<file path="src/rtl/sc_weight_bsgen_if.sv">
// sc_weight_bsgen_if: start, weight-fold and bitstream handshake bundle for sc_weight_bsgen
interface sc_weight_bsgen_if #(
  parameter int DIM_IN = 4,
  parameter int DIM_OUT = 4,
  parameter int FOLD = 2,
  parameter int INWD = 3
);
  localparam int GRP = DIM_OUT / FOLD;
  localparam int FW = FOLD > 1 ? $clog2(FOLD) : 1;
  logic start, busy, done;
  logic w_valid, w_ready;
  logic [GRP*DIM_IN*INWD-1:0] w_in;
  logic bs_valid, bs_ready, bs_last;
  logic [GRP*DIM_IN-1:0] bs_out;
  logic [FW-1:0] fold_idx;
  modport master (
    output start, w_valid, w_in, bs_ready,
    input busy, done, w_ready, bs_valid, bs_out, fold_idx, bs_last
  );
  modport slave (
    input start, w_valid, w_in, bs_ready,
    output busy, done, w_ready, bs_valid, bs_out, fold_idx, bs_last
  );
endinterface

</file>
<file path="src/rtl/sc_weight_bsgen.sv">
// sc_weight_bsgen: folded stochastic-computing weight bitstream generator with shared RNG counter bank
module sc_weight_bsgen #(
  parameter int DIM_IN = 4,
  parameter int DIM_OUT = 4,
  parameter int FOLD = 2,
  parameter int INWD = 3,
  parameter int NUM_CNT = 4,
  parameter int CNT_MODE = 0
) (
  input logic clk,
  input logic rst,
  sc_weight_bsgen_if.slave io
);
  localparam int GRP = DIM_OUT / FOLD;
  localparam int GW = GRP * DIM_IN;
  localparam int FW = FOLD > 1 ? $clog2(FOLD) : 1;
  typedef enum logic [2:0] {IDLE, LOAD, RUN, DRAIN, FIN} state_e;
  state_e state_q, state_d;
  logic [FW-1:0] fold_q, fold_d, fidx_q, fidx_d;
  logic [INWD-1:0] t_q, t_d, cnt, rng;
  logic [GW*INWD-1:0] w_q, w_d;
  logic [GW-1:0] bs_q, bs_d, cmp;
  logic bsv_q, bsv_d, last_q, last_d, adv, last_fold;
  // counter k is (t + k) mod L, optionally bit-reversed; row j_g of column i reads counter (i + j_g) mod NUM_CNT
  always_comb begin
    cmp = '0;
    cnt = '0;
    rng = '0;
    for (int j = 0; j < GRP; j++)
      for (int i = 0; i < DIM_IN; i++) begin
        cnt = t_q + INWD'((i + j + int'(fold_q) * GRP) % NUM_CNT);
        for (int b = 0; b < INWD; b++) rng[b] = CNT_MODE != 0 ? cnt[INWD-1-b] : cnt[b];
        cmp[j*DIM_IN+i] = w_q[(j*DIM_IN+i)*INWD +: INWD] > rng;
      end
  end
  assign adv = !bsv_q || io.bs_ready;
  assign last_fold = fold_q == FW'(FOLD - 1);
  always_comb begin
    state_d = state_q;
    fold_d = fold_q;
    t_d = t_q;
    w_d = w_q;
    bs_d = bs_q;
    bsv_d = bsv_q;
    fidx_d = fidx_q;
    last_d = last_q;
    case (state_q)
      IDLE: begin
        state_d = io.start ? LOAD : IDLE;
        fold_d = io.start ? '0 : fold_q;
      end
      LOAD: if (io.w_valid) begin
        w_d = io.w_in;
        t_d = '0;
        state_d = RUN;
      end
      RUN: if (adv) begin
        bs_d = cmp;
        bsv_d = 1'b1;
        fidx_d = fold_q;
        last_d = &t_q;
        t_d = t_q + 1'b1;
        state_d = &t_q ? DRAIN : RUN;
      end
      DRAIN: if (io.bs_ready) begin
        bsv_d = 1'b0;
        state_d = last_fold ? FIN : LOAD;
        fold_d = last_fold ? fold_q : fold_q + 1'b1;
      end
      FIN: state_d = IDLE;
      default: state_d = IDLE;
    endcase
  end
  always_ff @(posedge clk) begin
    if (rst) begin
      state_q <= IDLE;
      fold_q <= '0;
      t_q <= '0;
      w_q <= '0;
      bs_q <= '0;
      bsv_q <= 1'b0;
      fidx_q <= '0;
      last_q <= 1'b0;
    end else begin
      state_q <= state_d;
      fold_q <= fold_d;
      t_q <= t_d;
      w_q <= w_d;
      bs_q <= bs_d;
      bsv_q <= bsv_d;
      fidx_q <= fidx_d;
      last_q <= last_d;
    end
  end
  assign io.busy = state_q inside {LOAD, RUN, DRAIN};
  assign io.done = state_q == FIN;
  assign io.w_ready = state_q == LOAD;
  assign io.bs_valid = bsv_q;
  assign io.bs_out = bs_q;
  assign io.fold_idx = fidx_q;
  assign io.bs_last = last_q;
endmodule

</file>
<file path="src/flat_wrapper.sv">
// flat-port wrapper written by rule: the top's interface ports become plain ports
module sc_weight_bsgen_flat 
#(
  parameter int DIM_IN = 4,
  parameter int DIM_OUT = 4,
  parameter int FOLD = 2,
  parameter int INWD = 3,
  parameter int NUM_CNT = 4,
  parameter int CNT_MODE = 0
)
  (clk, rst, io_start, io_w_valid, io_w_in, io_bs_ready, io_busy, io_done, io_w_ready, io_bs_valid, io_bs_out, io_fold_idx, io_bs_last);
  sc_weight_bsgen_if #(.DIM_IN(DIM_IN), .DIM_OUT(DIM_OUT), .FOLD(FOLD), .INWD(INWD)) io_i ();
  input logic clk;
  input logic rst;
  input wire logic [$bits(io_i.start)-1:0] io_start;
  input wire logic [$bits(io_i.w_valid)-1:0] io_w_valid;
  input wire logic [$bits(io_i.w_in)-1:0] io_w_in;
  input wire logic [$bits(io_i.bs_ready)-1:0] io_bs_ready;
  output wire logic [$bits(io_i.busy)-1:0] io_busy;
  output wire logic [$bits(io_i.done)-1:0] io_done;
  output wire logic [$bits(io_i.w_ready)-1:0] io_w_ready;
  output wire logic [$bits(io_i.bs_valid)-1:0] io_bs_valid;
  output wire logic [$bits(io_i.bs_out)-1:0] io_bs_out;
  output wire logic [$bits(io_i.fold_idx)-1:0] io_fold_idx;
  output wire logic [$bits(io_i.bs_last)-1:0] io_bs_last;
  assign io_i.start = io_start;
  assign io_i.w_valid = io_w_valid;
  assign io_i.w_in = io_w_in;
  assign io_i.bs_ready = io_bs_ready;
  assign io_busy = io_i.busy;
  assign io_done = io_i.done;
  assign io_w_ready = io_i.w_ready;
  assign io_bs_valid = io_i.bs_valid;
  assign io_bs_out = io_i.bs_out;
  assign io_fold_idx = io_i.fold_idx;
  assign io_bs_last = io_i.bs_last;
  sc_weight_bsgen #(.DIM_IN(DIM_IN), .DIM_OUT(DIM_OUT), .FOLD(FOLD), .INWD(INWD), .NUM_CNT(NUM_CNT), .CNT_MODE(CNT_MODE)) u_core (.clk(clk), .rst(rst), .io(io_i));
endmodule
</file>
<file path="config.mk">
export PLATFORM = sky130hd
export DESIGN_NAME = sc_weight_bsgen_flat
export DESIGN_NICKNAME = d
export VERILOG_FILES = /design/src/rtl/sc_weight_bsgen_if.sv /design/src/rtl/sc_weight_bsgen.sv /design/src/flat_wrapper.sv
export SDC_FILE = /design/constraint.sdc
export NUM_CORES = 1
export LEC_CHECK = 0
export CORE_AREA = 3 3 74 62
export CTS_BUF_LIST = sky130_fd_sc_hd__clkbuf_8
export CTS_CLUSTER_DIAMETER = 50
export DETAILED_ROUTE_END_ITERATION = 6
export DIE_AREA = 0 0 77 65
export GPL_TIMING_DRIVEN = 1
export PLACE_DENSITY_LB_ADDON = 0.08
export SYNTH_ARGS = -nofsm -noshare
export SYNTH_HDL_FRONTEND = slang
export SYNTH_SLANG_ARGS = --single-unit
</file>
<file path="constraint.sdc">
create_clock -name clk -period 6.87 [get_ports clk]
set_clock_uncertainty 0.05 [all_clocks]
set_input_delay 0.687 -clock clk [delete_from_list [all_inputs] [get_ports clk]]
set_output_delay 0.687 -clock clk [all_outputs]
set_load 0.02 [all_outputs]
</file>
==> results of run 1 <==
through the flow:
stage | cell area [µm²] | hold slack (ps) | util [%] | total power, mW | setup WS, ps
after floorplan | 2220 | 386 | - | 0.319 | 4610
after global placement | 2640 | 391 | 69.0 | 0.350 | 4370
after detailed placement | 2640 | 397 | 69.0 | 0.353 | 4340
after CTS | 2730 | 407 | 71.4 | 0.513 | 4280
after global routing | 2730 | 429 | 71.4 | 0.536 | 4070
final | 2730 | 405 | 71.4 | 0.509 | 4290
synth_stat cells, types with 5 or more instances:
cell type	number	share of area, %
nand2_1	64	11
dfxtp_1	42	38
a21oi_1	35	7.9
ha_1	24	14
inv_1	15	2.5
nor2b_1	10	2.8
buf_2	9	2.0
nor2_1	9	1.5
o21ai_0	6	1.4
clkbuf_1	5	0.85
nand3_1	5	1.1
path summary, 6_finish.rpt:
path	cells after the start	slack [ps]	startpoint	endpoint
max	7	4290	u_core.t_q[0]	u_core.io.bs_out[4]
min	2	410	u_core.io.fold_idx	u_core.io.fold_idx
max reg2reg	7	4290	u_core.t_q[0]	u_core.io.bs_out[4]
min reg2reg	2	410	u_core.io.fold_idx	u_core.io.fold_idx
power by group:
group	switching [mW]	internal, mW
logic	0.0425	0.0435
registers	0.00916	0.253
clock network	0.0814	0.0796
layer usage:
metal,routed length (µm),share of wire (%),track usage [%],up-vias
met5,0,0,0,-
li1,-,-,-,979
met3,187,4.2,4.44,5
met1,2150,48,24.8,838
met2,2100,47,34.2,34
met4,31,0.69,5.33,0
state kept, by name (all words and copies together), names as in the netlist:
name and cells:
u_core.io.bs_last 1, u_core.io.fold_idx 1, u_core.t_q 3, u_core.state_q 3, u_core.io.bs_out 8, u_core.fold_q 1, u_core.w_q 24, u_core.io.bs_valid 1
kinds of logic (layout without fill, tap and decap cells):
kind of cell / after synthesis / count (layout) / share of synthesized area (%)
xor gates and xnor gates: 4 / 4 / 1.58
muxes: 1 / 1 / 0.451
and+or+nand+nor: 104 / 104 / 21.6
AOI/OAI and AO/OA: 61 / 61 / 16.3
buffers and inverters: 31 / 66 / 5.92
DFF: 42 / 42 / 37.9
adders and majority gates: 28 / 28 / 16.2
worst min-delay path, cell delays in order, from the launching register on:
cell	delay [ps]
dfxtp_1	310
nand2_1	50
a21oi_1	50
final cells by class:
| type | instances | area (µm²) |
|---|---|---|
| clock buffers | 6 | 82.6 |
| clock inverters | 2 | 8.76 |
| fillers | 335 | 1100 |
| inverters | 15 | 56.3 |
| multi-input cells | 198 | 1250 |
| flip-flops and latches | 42 | 841 |
| well taps | 55 | 68.8 |
| repair buffers | 43 | 428 |
cells in the final DEF, fill, tap and decap left out:
master / n
o211ai_1: 4
nor2b_1: 10
inv_1: 16
nor4_1: 1
nor3_1: 4
o21ai_0: 6
a211oi_2: 1
clkinv_2: 1
nor3_4: 1
a21oi_1: 35
xnor2_1: 3
dfxtp_1: 42
and2_1: 1
nand2b_4: 1
clkdlybuf4s50_1: 42
nor2_1: 9
a2bb2oi_1: 3
maj3_1: 2
nor2b_2: 1
a32oi_1: 1
fa_1: 2
nand2_1: 64
nand3_1: 5
o21a_1: 4
xor2_1: 1
nand2b_1: 4
o22ai_1: 1
a22oi_1: 1
mux2i_1: 1
buf_4: 1
a211oi_1: 4
nor4b_1: 1
clkbuf_8: 6
or3_1: 1
a31oi_1: 1
nor2_2: 1
ha_1: 24
==> metrics.md, run 1 <==
| Metric | Value |
|---|---|
| Setup Fix Bufs, Post-CTS | 0 |
| H-tree depth | 2 |
| Crit path largest cell delay | approximately 590 ps |
| Number of synthesized flops with an enable pin | 0 |
| Drt wl/cell | 12.4 µm |
| Mean Syn Cell Area | roughly 8.2 µm² |
| Final hold vios | 0 |
| Largest net degree at the start of global routing | between 40 and 50 |
| Syn nets | between 300 and 400 |
| Top cell family by delay on the critical path | adder cells |
| Die area | about 5000 µm² |
| Clock Tree Buf Depth | 2 |
| Status | finished, final reports clean |
| Worst VDD drop | roughly 0.13 mV |
| Top_reg_cell synth | dfxtp_1 |
| Crit Path Class | register to register |
| Die height | 65 µm |
| Maxcap violations | 0 |
| Fmax | 388 MHz |
| Slew Viols, Final | 0 |
| Initial antenna violation count | 0 |
| Critical-path top delay cell | fa_1 |
| Overall Global Routing Usage | between 10% and 20% |
| Layout cells sized above 1 | approximately 4.2% |
| GPL Wtd Cong | about 0.76 |
| Area growth syn-to-layout | 23.1% |
| Hpwl dp | between 3000 and 4000 µm |
| CP endpoint kind | register |
| Clk Latency, worst-skew pair | 290 ps |
| CTS buffer count | 5 |
| Router iterations before antenna repair | 4 |
| Final setup vio count | 0 |
| ANT cells | 0 |
| Worst Hold Class | register to register |
| DRC | 0 |
| Core area | around 3800 µm² |
| #FFs+latches synth | between 40 and 50 |
| WP buf/inv | 1 |
| First-pass GRT wire length | 7910 µm |
| Crit-path cells | inv_1, fa_1, ha_1, nor2b_1, o21ai_0, maj3_1, a211oi_1 |
| Max-slew headroom | 37.8% |
| Clock slew at reported path FFs | ~80 ps |
| CTS root buffer | clkbuf_8 |
| Vias/cell | 5.14 |
| Crit path time final | around 2600 ps |
| Top Ports | between 40 and 50 |
| Vias | ~1,900 |
| Clock sinks | 42 |
| Cell variety after synth | 37 |
| Antenna Violating Nets Remaining | 0 |
| RSZ-0062 raised after global routing | no |
| Setup TNS | 0 ps |
| Worst EP arrival | ~2700 ps |
| Final Non-Filler Cells | ~360 |
| Power Density | approximately 190 nW/µm² |
| Effective utilization at floorplan | between 50% and 60% |
| Sequential element share of the synthesized area | a little under two fifths |
| Grt ovf | 0 |
| Syn Inst Count | around 270 |
| Post-Syn Area | about 2200 µm² |
| Dpl cells | about 350 |
| # port buffers | 42 |
| Overall routed net length | between 4000 and 5000 µm |
| Worst-Margin Slew | between 900 and 1000 ps |
| Die X | about 77 µm |
| CP required | about 7000 ps |
| Row cnt | 20 |
| TritonCTS clock tree | built |
| Resized cells post-CTS | 0 |
| Async SR Flop Fraction | 0% |
| Final nets | 360 |
| Final period util | 37.5% |
| Initial drt markers | between 80 and 90 |
| Vias in the first global route | between 1,500 and 2,000 |
| Crit-path max FO | 8 |
| Hold Buf Count CTS | 0 |
| Synth warnings | 0 |
| Leakage power | 0.998 nW |
| Setup crit start kind | register |
No activity file was read; power rests on OpenSTA's default activity.
==> inputs of run 2 (changes only) <==
--- a/config.mk
+++ b/config.mk
@@ -5,11 +5,11 @@
 export SDC_FILE = /design/constraint.sdc
 export NUM_CORES = 1
 export LEC_CHECK = 0
-export CORE_AREA = 3 3 74 62
+export CORE_AREA = 3 3 81 67
 export CTS_BUF_LIST = sky130_fd_sc_hd__clkbuf_8
 export CTS_CLUSTER_DIAMETER = 50
 export DETAILED_ROUTE_END_ITERATION = 6
-export DIE_AREA = 0 0 77 65
+export DIE_AREA = 0 0 84 70
 export GPL_TIMING_DRIVEN = 1
 export PLACE_DENSITY_LB_ADDON = 0.08
 export SYNTH_ARGS = -nofsm -noshare
==> constraint.sdc (replaced) <==
create_clock -name clk -period 2.1 [get_ports clk]
set_clock_uncertainty 0.05 [all_clocks]
set_input_delay 0.21 -clock clk [delete_from_list [all_inputs] [get_ports clk]]
set_output_delay 0.21 -clock clk [all_outputs]
set_load 0.02 [all_outputs]
==> metrics.md, run 2 (synthesis results as in run 1) <==
| Metric | Value |
|---|---|
| Final core area utilization | 63.3% (-8.0 points) |
| Crit Path Class | register to register |
| Largest net degree at the start of global routing | 43 (unchanged) |
| Final instance area | 2950 µm² (+7.8%) |
| H-tree depth | 2 (unchanged) |
| Total chip power | 1.85 mW (+260%) |
| Worst EP arrival | 2260 ps (-480 ps) |
| Antenna Violating Nets Remaining | 0 (unchanged) |
| Top Ports | 43 (unchanged) |
| Hpwl dp | 3440 µm (+9.7%) |
| Effective utilization at floorplan | 47.7% (-10 points) |
| Setup Fix Bufs, Post-CTS | 0 (unchanged) |
| Die X | 84 µm (+9.1%) |
| Initial drt markers | 86 (+2.4%) |
| Placed Area | 2760 µm² (+4.4%) |
| Grt ovf | 0 (unchanged) |
| Power Density | 626 nW/µm² (+240%) |
| CTS root buffer | clkbuf_8 |
| Setup crit start kind | register |
| P_int | 1.38 mW (+270%) |
| Top reg by flops | u_core.w_q |
| Met2 wire length | 2270 µm (+8.1%) |
| Final worst-path setup slack | 10.6 ps (-4280 ps) |
| Commonest non-fill, non-tap cells in the layout | nand2_1, clkdlybuf4s50_1, dfxtp_1 |
| Vias in the first global route | 1,847 (+4.8%) |
| Met3 wire len | 264 µm (+41%) |
| Slew Viols, Final | 0 (unchanged) |
| Fmax | 479 MHz (+23%) |
| Drt wl/cell | 13.3 µm (+7.1%) |
| DRC | 0 (unchanged) |
| RSZ-0062 raised after global routing | yes |
| Clock Tree Buf Depth | 2 (unchanged) |
| Layout cells sized above 1 | 14.4% (+10 points) |
| Core area | 4650 µm² (+22%) |
| Worst-Margin Slew | 488 ps (-443 ps) |
| CTS buffer count | 5 (unchanged) |
| Final nets | 374 (+3.9%) |
| Largest register FFs | 24 (unchanged) |
| Worst VDD drop | 0.427 mV (+220%) |
| WHS | 398 ps (-7.18 ps) |
| Clock slew at reported path FFs | 80 ps (about the same) |
| P_sw | 0.468 mW (+250%) |
| Vias | 1,929 (+3.9%) |
| Leakage power | 1.08 nW (+7.7%) |
| Clock sinks | 42 (unchanged) |
| ANT cells | 0 (unchanged) |
| GPL Wtd Cong | 0.800 (+5.0%) |
| Final hold vios | 0 (unchanged) |
| Router iterations before antenna repair | 4 (unchanged) |
| Row cnt | 22 (+10%) |
| Final setup vio count | 0 (unchanged) |
| Post-placement setup slack | -31.0 ps (-4370 ps) |
| Status | finished, final reports clean |
| Overall routed net length | 5030 µm (+12%) |
| Sequential fraction of design power | 45.9% (-5.6 points) |
| Die height | 70 µm (+7.7%) |
| Clk Latency, worst-skew pair | 300 ps (about the same) |
| Hold Buf Count CTS | 0 (unchanged) |
| Fillers | 405 (+21%) |
| Max-slew headroom | 67.4% (+30 points) |
| Initial antenna violation count | 0 (unchanged) |
| Crit path time final | 2090 ps (-487 ps) |
| Crit-path max FO | 3 (-5) |
| Maxcap violations | 0 (unchanged) |
| CP endpoint kind | register |
| Combinational group share of total power | 18.3% (+1.4 points) |
| Worst Hold Class | input pin to register |
| CP required | 2270 ps (-4760 ps) |
| Area growth syn-to-layout | 32.8% |
| Commonest non-fill, non-tap cell in the layout | nand2_1 |
| Wl on met1 | 2480 µm (+15%) |
| TritonCTS clock tree | built |
| Die area | 5880 µm² (+17%) |
| Overall Global Routing Usage | 17.2% (-2.5 points) |
| Clock power share | 35.8% (+4.2 points) |
| First-pass GRT wire length | 8270 µm (+4.6%) |
| Final period util | 99.5% (+62 points) |
| Vias/cell | 5.09 (-1.0%) |
| Top layer in use | met4 |
| # port buffers | 42 (unchanged) |
| Switching share of power | 25.3% (-0.81 points) |
==> run 2: cell type report <==
type                    count  area, µm²  area share [%]
inverters                  15       58.8            2.00
flip-flops and latches     42        845            28.7
repair buffers             57        533            18.1
multi-input cells         198       1320            44.9
clock inverters             1       30.0            1.02
well taps                  60       75.1            2.55
clock buffers               6       82.6            2.80
==> run 2: path summary, 6_finish.rpt <==
path / start / to / slack, ps / cells after the start
max: u_core.fold_q / u_core.io.bs_out[6] / 10 / 8
min: io_w_in[23] / u_core.w_q[23] / 400 / 3
max reg2reg: u_core.fold_q / u_core.io.bs_out[6] / 10 / 8
min reg2reg: u_core.io.bs_last / u_core.io.bs_last / 410 / 2
==> run 2: per-layer routing <==
metal  track usage [%]  up-vias
li1                  -      998
met1              22.7      879
met2              27.4       48
met3              5.54        4
met4              3.75        0
met5                 0        -
==> run 2: stage by stage <==
| step | setup TNS (ps) | cells |
|---|---|---|
| global placement | 0 | 372 |
| detailed placement | -43.2 | 372 |
| global route | -187 | 379 |
| finish | 0 | 379 |
| floorplan | 0 | 271 |
| CTS | -14.5 | 379 |
==> run 2: worst max-delay path, cell delays in order, from the launching register on <==
cell and delay (ps):
dfxtp_2 340, inv_2 40, fa_2 620, inv_4 60
ha_4 270, nor2b_4 140, a2bb2oi_2 190, a21oi_2 80
a211oi_2 220
==> run 2: what timing repair did <==
item	CTS	global route
gates resized for setup	6	14
setup endpoints to repair	4	4
pin swaps	8	7
==> run 2: power by group through the flow <==
stage          clock [mW]  combinational, mW  sequential, mW
2_1_floorplan           0              0.173           0.872
3_3_place_gp            0              0.307           0.864
3_5_place_dp            0              0.312           0.865
4_1_cts             0.669              0.320           0.846
5_1_grt             0.704              0.376           0.852
6_report            0.661              0.337           0.848
==> inputs of run 3 (changes only) <==
--- a/config.mk
+++ b/config.mk
@@ -5,6 +5,7 @@
 export SDC_FILE = /design/constraint.sdc
 export NUM_CORES = 1
 export LEC_CHECK = 0
+export CAP_MARGIN = 25
 export CORE_AREA = 3 3 81 67
 export CTS_BUF_LIST = sky130_fd_sc_hd__clkbuf_8
 export CTS_CLUSTER_DIAMETER = 50
==> results of run 3 <==
No change in the layout: final DEF, timing and power equal those of run 2.
